File: config.mk
export PLATFORM = sky130hd
export DESIGN_NAME = score_display
export DESIGN_NICKNAME = d
export VERILOG_FILES = /design/src/rtl/score_display.sv
export SDC_FILE = /design/constraint.sdc
export NUM_CORES = 1
export LEC_CHECK = 0
export CORE_AREA = 4 4 159 123
export CTS_CLUSTER_SIZE = 20
export DETAILED_ROUTE_END_ITERATION = 10
export DIE_AREA = 0 0 163 127
export PLACE_DENSITY = 0.44
export SLEW_MARGIN = 20
export SYNTH_ARGS = -nofsm -noshare
export SYNTH_HDL_FRONTEND = slang
export SYNTH_SLANG_ARGS = --single-unit
export TNS_END_PERCENT = 5
File: constraint.sdc
create_clock -name clk -period 5.1 [get_ports clk]
set_input_delay 0.51 -clock clk [delete_from_list [all_inputs] [get_ports clk]]
set_output_delay 0.51 -clock clk [all_outputs]
set_load 0.01 [all_outputs]
File: src/rtl/score_display.sv
// score_display: converts a 16-bit binary score to five BCD digits with a
// one-bit-per-clock double-dabble and scans them onto the Nexys-4 8-digit
// multiplexed seven-segment display. Scanning runs independently of conversion.
module score_display #(
    parameter int unsigned SCAN_BITS = 18,
    parameter bit          BLANK_LZ  = 1'b1
) (
    input  logic        clk,
    input  logic        rst,      // asynchronous, active-low
    input  logic [15:0] score,
    output logic [7:0]  an,
    output logic [6:0]  seg,
    output logic        dp,
    output logic        busy
);

    localparam int unsigned SCORE_W = 16;
    localparam int unsigned DIGITS  = 5;
    localparam int unsigned BCD_W   = 4 * DIGITS;
    localparam int unsigned CNT_W   = 5;
    localparam int unsigned AN_W    = 8;
    localparam int unsigned SEG_W   = 7;
    localparam int unsigned IDX_W   = 3;

    localparam logic [CNT_W-1:0] ITERATIONS = CNT_W'(SCORE_W);
    localparam logic [SEG_W-1:0] SEG_BLANK  = 7'h7F;
    localparam logic [AN_W-1:0]  AN_OFF     = 8'hFF;

    typedef enum logic [1:0] {
        ST_IDLE   = 2'd0,
        ST_CONV   = 2'd1,
        ST_UPDATE = 2'd2
    } state_t;

    state_t               state_q, state_d;
    logic [SCORE_W-1:0]   shift_q, shift_d;
    logic [SCORE_W-1:0]   last_q, last_d;
    logic [BCD_W-1:0]     bcd_q, bcd_d;
    logic [BCD_W-1:0]     disp_q, disp_d;
    logic [CNT_W-1:0]     cnt_q, cnt_d;
    logic                 busy_q, busy_d;
    logic [SCAN_BITS-1:0] scan_q, scan_d;
    logic [AN_W-1:0]      an_q, an_d;
    logic [SEG_W-1:0]     seg_q, seg_d;

    logic [BCD_W-1:0]     adj;
    logic [IDX_W-1:0]     idx;
    logic [DIGITS-1:0]    blank;
    logic [3:0]           cur;
    logic                 cur_blank;

    // Active-low seven-segment pattern {g,f,e,d,c,b,a} for one decimal digit.
    function automatic logic [SEG_W-1:0] seg_encode(input logic [3:0] d);
        case (d)
            4'd0:    return 7'h40;
            4'd1:    return 7'h79;
            4'd2:    return 7'h24;
            4'd3:    return 7'h30;
            4'd4:    return 7'h19;
            4'd5:    return 7'h12;
            4'd6:    return 7'h02;
            4'd7:    return 7'h78;
            4'd8:    return 7'h00;
            4'd9:    return 7'h10;
            default: return SEG_BLANK;
        endcase
    endfunction

    // Double-dabble correction: add 3 to every BCD nibble that is 5 or more.
    always_comb begin
        adj = bcd_q;
        for (int i = 0; i < int'(DIGITS); i++) begin
            if (bcd_q[4*i +: 4] >= 4'd5) begin
                adj[4*i +: 4] = bcd_q[4*i +: 4] + 4'd3;
            end
        end
    end

    // Conversion FSM next-state and datapath.
    always_comb begin
        state_d = state_q;
        shift_d = shift_q;
        last_d  = last_q;
        bcd_d   = bcd_q;
        disp_d  = disp_q;
        cnt_d   = cnt_q;

        case (state_q)
            ST_IDLE: begin
                if (score != last_q) begin
                    shift_d = score;
                    last_d  = score;
                    bcd_d   = '0;
                    cnt_d   = ITERATIONS;
                    state_d = ST_CONV;
                end
            end
            ST_CONV: begin
                {bcd_d, shift_d} = {adj[BCD_W-2:0], shift_q, 1'b0};
                cnt_d = cnt_q - CNT_W'(1);
                if (cnt_q == CNT_W'(1)) begin
                    state_d = ST_UPDATE;
                end
            end
            ST_UPDATE: begin
                disp_d  = bcd_q;
                state_d = ST_IDLE;
            end
            default: begin
                state_d = ST_IDLE;
            end
        endcase

        busy_d = (state_d != ST_IDLE);
    end

    // Conversion state, shift/BCD registers and the display register.
    always_ff @(posedge clk or negedge rst) begin
        if (!rst) begin
            state_q <= ST_IDLE;
            shift_q <= '0;
            last_q  <= '0;
            bcd_q   <= '0;
            disp_q  <= '0;
            cnt_q   <= '0;
            busy_q  <= 1'b0;
        end else begin
            state_q <= state_d;
            shift_q <= shift_d;
            last_q  <= last_d;
            bcd_q   <= bcd_d;
            disp_q  <= disp_d;
            cnt_q   <= cnt_d;
            busy_q  <= busy_d;
        end
    end

    assign idx    = scan_q[SCAN_BITS-1 -: IDX_W];
    assign scan_d = scan_q + SCAN_BITS'(1);

    // Leading-zero blanking, current digit select and anode/segment decode.
    always_comb begin
        blank     = '0;
        an_d      = AN_OFF;
        seg_d     = SEG_BLANK;
        cur       = disp_q[3:0];
        cur_blank = 1'b0;

        if (BLANK_LZ) begin
            blank[4] = (disp_q[19:16] == 4'd0);
            for (int k = 3; k >= 1; k--) begin
                blank[k] = blank[k+1] && (disp_q[4*k +: 4] == 4'd0);
            end
        end

        case (idx)
            3'd0: begin cur = disp_q[3:0];   cur_blank = blank[0]; an_d = 8'hFE; end
            3'd1: begin cur = disp_q[7:4];   cur_blank = blank[1]; an_d = 8'hFD; end
            3'd2: begin cur = disp_q[11:8];  cur_blank = blank[2]; an_d = 8'hFB; end
            3'd3: begin cur = disp_q[15:12]; cur_blank = blank[3]; an_d = 8'hF7; end
            3'd4: begin cur = disp_q[19:16]; cur_blank = blank[4]; an_d = 8'hEF; end
            default: begin
                an_d = AN_OFF;
            end
        endcase

        if (an_d != AN_OFF) begin
            seg_d = cur_blank ? SEG_BLANK : seg_encode(cur);
        end
    end

    // Free-running scan counter and registered display drive.
    always_ff @(posedge clk or negedge rst) begin
        if (!rst) begin
            scan_q <= '0;
            an_q   <= AN_OFF;
            seg_q  <= SEG_BLANK;
        end else begin
            scan_q <= scan_d;
            an_q   <= an_d;
            seg_q  <= seg_d;
        end
    end

    assign an   = an_q;
    assign seg  = seg_q;
    assign busy = busy_q;
    assign dp   = 1'b1;

endmodule

Word level (Yosys, flattened, before mapping):

Memory sizes are Yosys's and may differ from the RTL's.
Index checks and enable logic that the tools add are counted.

* memory bits (read-only): 112
* input port bits: 18
* memories: 1
* bits in registers: 113

* mux-type cells: 19
* magnitude comparators: 5
* reduce and logical (&&, ||, !) cells: 13
* add/subtract/negate cells: 7
* equality and inequality tests: 10

Memory list
* (no name shown): words 16, bits a word 7, read ports 1, clocked after memory_dff 0, wr ports 0, line 54 `case (d)`

Operators with widths (count)
* $pmux 20 s2: 1
* $pmux 16 s2: 1
* $pmux 5 s5: 1
* $ge 4x3->1 const B: 5
* $mux 20: 1
* $add 18x1->18 const B: 1
* $add 4x2->4 const B: 4
* $logic_not 4->1: 4
* $mux 16: 1
* $mux 4: 4
* $ne 16x16->1: 1
* $pmux 4 s4: 1
* $mux 7: 2
* $pmux 5 s2: 1
* $ne 8x8->1 const B: 1
* $eq 3x2->1 const B: 2
* $eq 5x1->1 const B: 1
* $mux 5: 1
* $sub 5x1->5 const B: 1
* $mux 2: 2
* $pmux 1 s4: 1
* $pmux 2 s2: 1
* $reduce_and 2->1: 2
* $reduce_bool 2->1: 2
* 10 further kinds: 12

Logic depth before layout (Yosys ltp):

* depth in word-level cells: 7
* depth in mapped cells: 8
* depth with buffers taken out: 7

Least setup slack after synthesis:

OpenSTA, ideal clock, no wires.

* kind: input-to-reg
* from: in score[10]
* to: reg shift_q[11]
* required time: 4974 ps
* path buffers: 2
* arrival time: 1815 ps
* cell stages on the path: 7
* setup slack: 3159 ps
* library setup time: 126 ps
* cell sequence: xor2_1 -> nor4_1 -> nand4_1 -> nor3b_1 -> buf_6 -> buf_6 -> a221o_1

* longest elaborated chain between the ends: 3

Ends and longest elaborated chain
* from (decl): line 10 `input logic [15:0] score,`
* $ne 16x16->1: line 90 `if (score != last_q) begin`
* $ne 2x2->1 (no line)
* $reduce_and 2->1 (no line)
* to (signal assigned): line 129 `shift_q <= shift_d;`
* to (decl): line 36 `logic [SCORE_W-1:0] shift_q, shift_d;`

No other way between the ends.
A chain may end at the register's enable or synchronous reset.

Worst setup path in the final report:

* from: in score[4]
* to: reg last_q[15]

* longest elaborated chain between the ends: 2

Ends and longest elaborated chain
* $ne 16x16->1: line 90
* $reduce_and 2->1 (no line)
* to (signal assigned): line 130 `last_q <= last_d;`
* to (decl): line 37 `logic [SCORE_W-1:0] last_q, last_d;`

No other way between the ends.

==> results_dict.tcl <==
set metrics [dict create \
    outcome "finished clean" \
    synth_most_common_cell "dfrtp_1" \
    yosysWarnings 0 \
    synth-xor-area-share_pct 7.24 \
    route.vias.total 3382 \
    fin_crit_ps 2950 \
    clk_latency_ps 360 \
    synth-seq-cells 110 \
    nets 525 \
    finalSetupTns_ps 0 \
    drt-total-wl_mm 10.2 \
    finalWeightedCongestion 0.713 \
    netlist.area_leader.share_pct 46.1 \
    setup_viol 0 \
    ir_worst_vdd_mv 0.185 \
    fmaxAchievable_ghz 0.339 \
    post-route-util_pct 33.8 \
    clkTransAtPathRegs_ps 70 \
    p_leak_uw 0.00260 \
    drc 0 \
    synth_compound_area_share_pct 11.8 \
    wire_per_inst_um 13.8 \
    syn_inst 469 \
    placed_cells 727 \
    synth_flop_cell "dfrtp_1" \
    die_y_um 127 \
    cts_tree "built" \
    ys_seq_area_share_pct 52.0 \
    ios 35 \
    fp-row-count 43 \
    hold_buffers 0 \
    synthMuxAreaShare_pct 8.23 \
    start_util_pct 29.4 \
    clk_path_buf_depth 2 \
    synthArstFlopShare_pct 100 \
    startpoint_type "primary input" \
    track_usage_pct 10.4 \
    syn-mean-instance-area_um2 11.3 \
    setup_ws_ps 2150 \
    netlist_top_cells_count "dfrtp_1, nand2_1, mux2_2" \
    powerDensity_nw_per_um2 549 \
    dp_slack_ps 1720 \
    fin_worst_skew_ps 11.1 \
    die_x_um 163 \
    synth_area_leaders "dfrtp_1, dfstp_2, mux2_2" \
    stdcell_count 743 \
    htree_levels 3 \
    coreArea_um2 18100 \
    grt.overflow.total 0 \
    slew_headroom_pct 32.2 \
    crit_type "in2reg" \
    finalMaxSlewViolations 0 \
    synthAdderAreaFrac_pct 3.76 \
    drv_cap 0 \
    port_buffers 30 \
    grt_pass1_wl_mm 17.5 \
    drive_above_1_share_pct 15.1 \
    period_share_pct 57.9 \
    rsz0062_at_grt "no" \
    worstHoldPathType "in2async" \
    diodes 0 \
    finalPower_uw 3360 \
    finalHoldViolCount 0 \
    vias_per_cell 4.55 \
    drtPass1Iterations 4 \
    area_delta_synth_final_pct 14.9 \
    clkSinkCount 110 \
    first_iter_violations 150 \
    critPathRequiredTime_ps 5340 \
    root_buffer "clkbuf_16" \
    grt_max_degree 84 \
    crit_fanout 32 \
    first_global_vias 3426 \
    worst_pin_slew_ps 1020 \
    ctsResizeCount 0 \
    dieArea_um2 20700 \
    arrival_ps 3200 \
    yosys.area_share.simple_pct 12.5 \
    antenna_found_initial 0 \
    ant_nets 0 \
    cts_buffers 9 \
    netlist_area_um2 5320 \
    synth_edf_count 0 \
    synth_cell_type_count 58 \
    post_cts_buffers 0 \
    yosys.area.top_type "dfrtp_1" \
    hpwl_mm 6.89 \
    crit_path_end_kind "flop" \
    synth_top_family_by_area "simple AND/OR/NAND/NOR gates" \
]
==> cells by family (layout without fill, tap and decap cells) <==
group / count (synthesis) / after routing
flip-flops: 110 / 110
AND/OR/NAND/NOR: 128 / 128
XOR/XNOR: 44 / 44
multiplexers: 35 / 35
AO/OA/AOI/OAI: 91 / 91
buffers and inverters: 44 / 68
other: 1 / 4
adder cells (fa/ha/maj): 16 / 16
==> per-layer routing <==
layer	GRT usage (%)	routed length, µm
met1	15.2	5380
met2	15.1	4360
met3	2.48	316
met4	3.85	172
met5	0	0
==> final cells by class <==
type                            count  area [µm²]
Clock buffer                        9         225
Clock inverter                      7        62.6
Fill cell                        1846       12000
Inverter                           18        67.6
Multi-Input combinational cell    318        2350
Sequential cell                   110        2770
Tap cell                          247         309
Timing Repair Buffer               34         332
==> worst max-delay path, stage by stage <==
cell and delay (ps):
clkdlybuf4s50_1 520, xor2_1 160, nor4_1 100, nand4_1 140, nor3b_4 860, buf_4 500, mux2_2 380
==> placed cells by master, fill, tap and decap left out, types with 5 or more instances in the layout <==
cell	netlist	routed
a221o_1	15	15
nand2_1	46	46
dfstp_2	12	12
xor2_1	25	25
nor4b_1	6	6
a31oi_1	5	5
nor2_1	18	18
ha_1	16	16
inv_1	18	18
dfrtp_1	98	98
nand3_1	7	7
and2_1	17	17
clkdlybuf4s50_1	0	29
nand2b_1	7	6
nor4_1	5	5
o21ai_0	26	26
a21oi_1	12	12
mux2_2	27	27
o22ai_1	11	11
xnor2_1	19	19
clkbuf_16	0	9
==> through the flow <==
step / hold WS [ps] / area, µm²
floorplan: 214 / 5330
global placement: 441 / 5820
detailed placement: 455 / 5820
CTS: 399 / 6110
global route: 277 / 6110
finish: 205 / 6110
==> flip-flops by register name, indices dropped and copies added, names as in the netlist <==
name     cells
shift_q     16
bcd_q       20
an           5
last_q      16
state_q      2
disp_q      20
busy         1
scan_q      18
cnt_q        5
seg          7
==> report_power, final <==
part / switching, µW / internal, µW / total [µW]
Combinational: 613 / 602 / 1220
Sequential: 244 / 1200 / 1450
Clock: 349 / 343 / 693
Total: 1210 / 2150 / 3360
==> path summary, 6_finish.rpt <==
path / startpoint / endpoint / slack [ps] / cells past startpoint
max in group asynchronous: rst / bcd_q[6] / 4020 / 2
min in group clk: scan_q[0] / scan_q[0] / 460 / 1
hold / removal: rst / last_q[12] / 210 / 1
setup / recovery: score[4] / last_q[15] / 2150 / 7
setup reg to reg: last_q[4] / last_q[15] / 2440 / 6
hold reg to reg: scan_q[0] / scan_q[0] / 460 / 1
No activity file was read; power rests on OpenSTA's default activity.
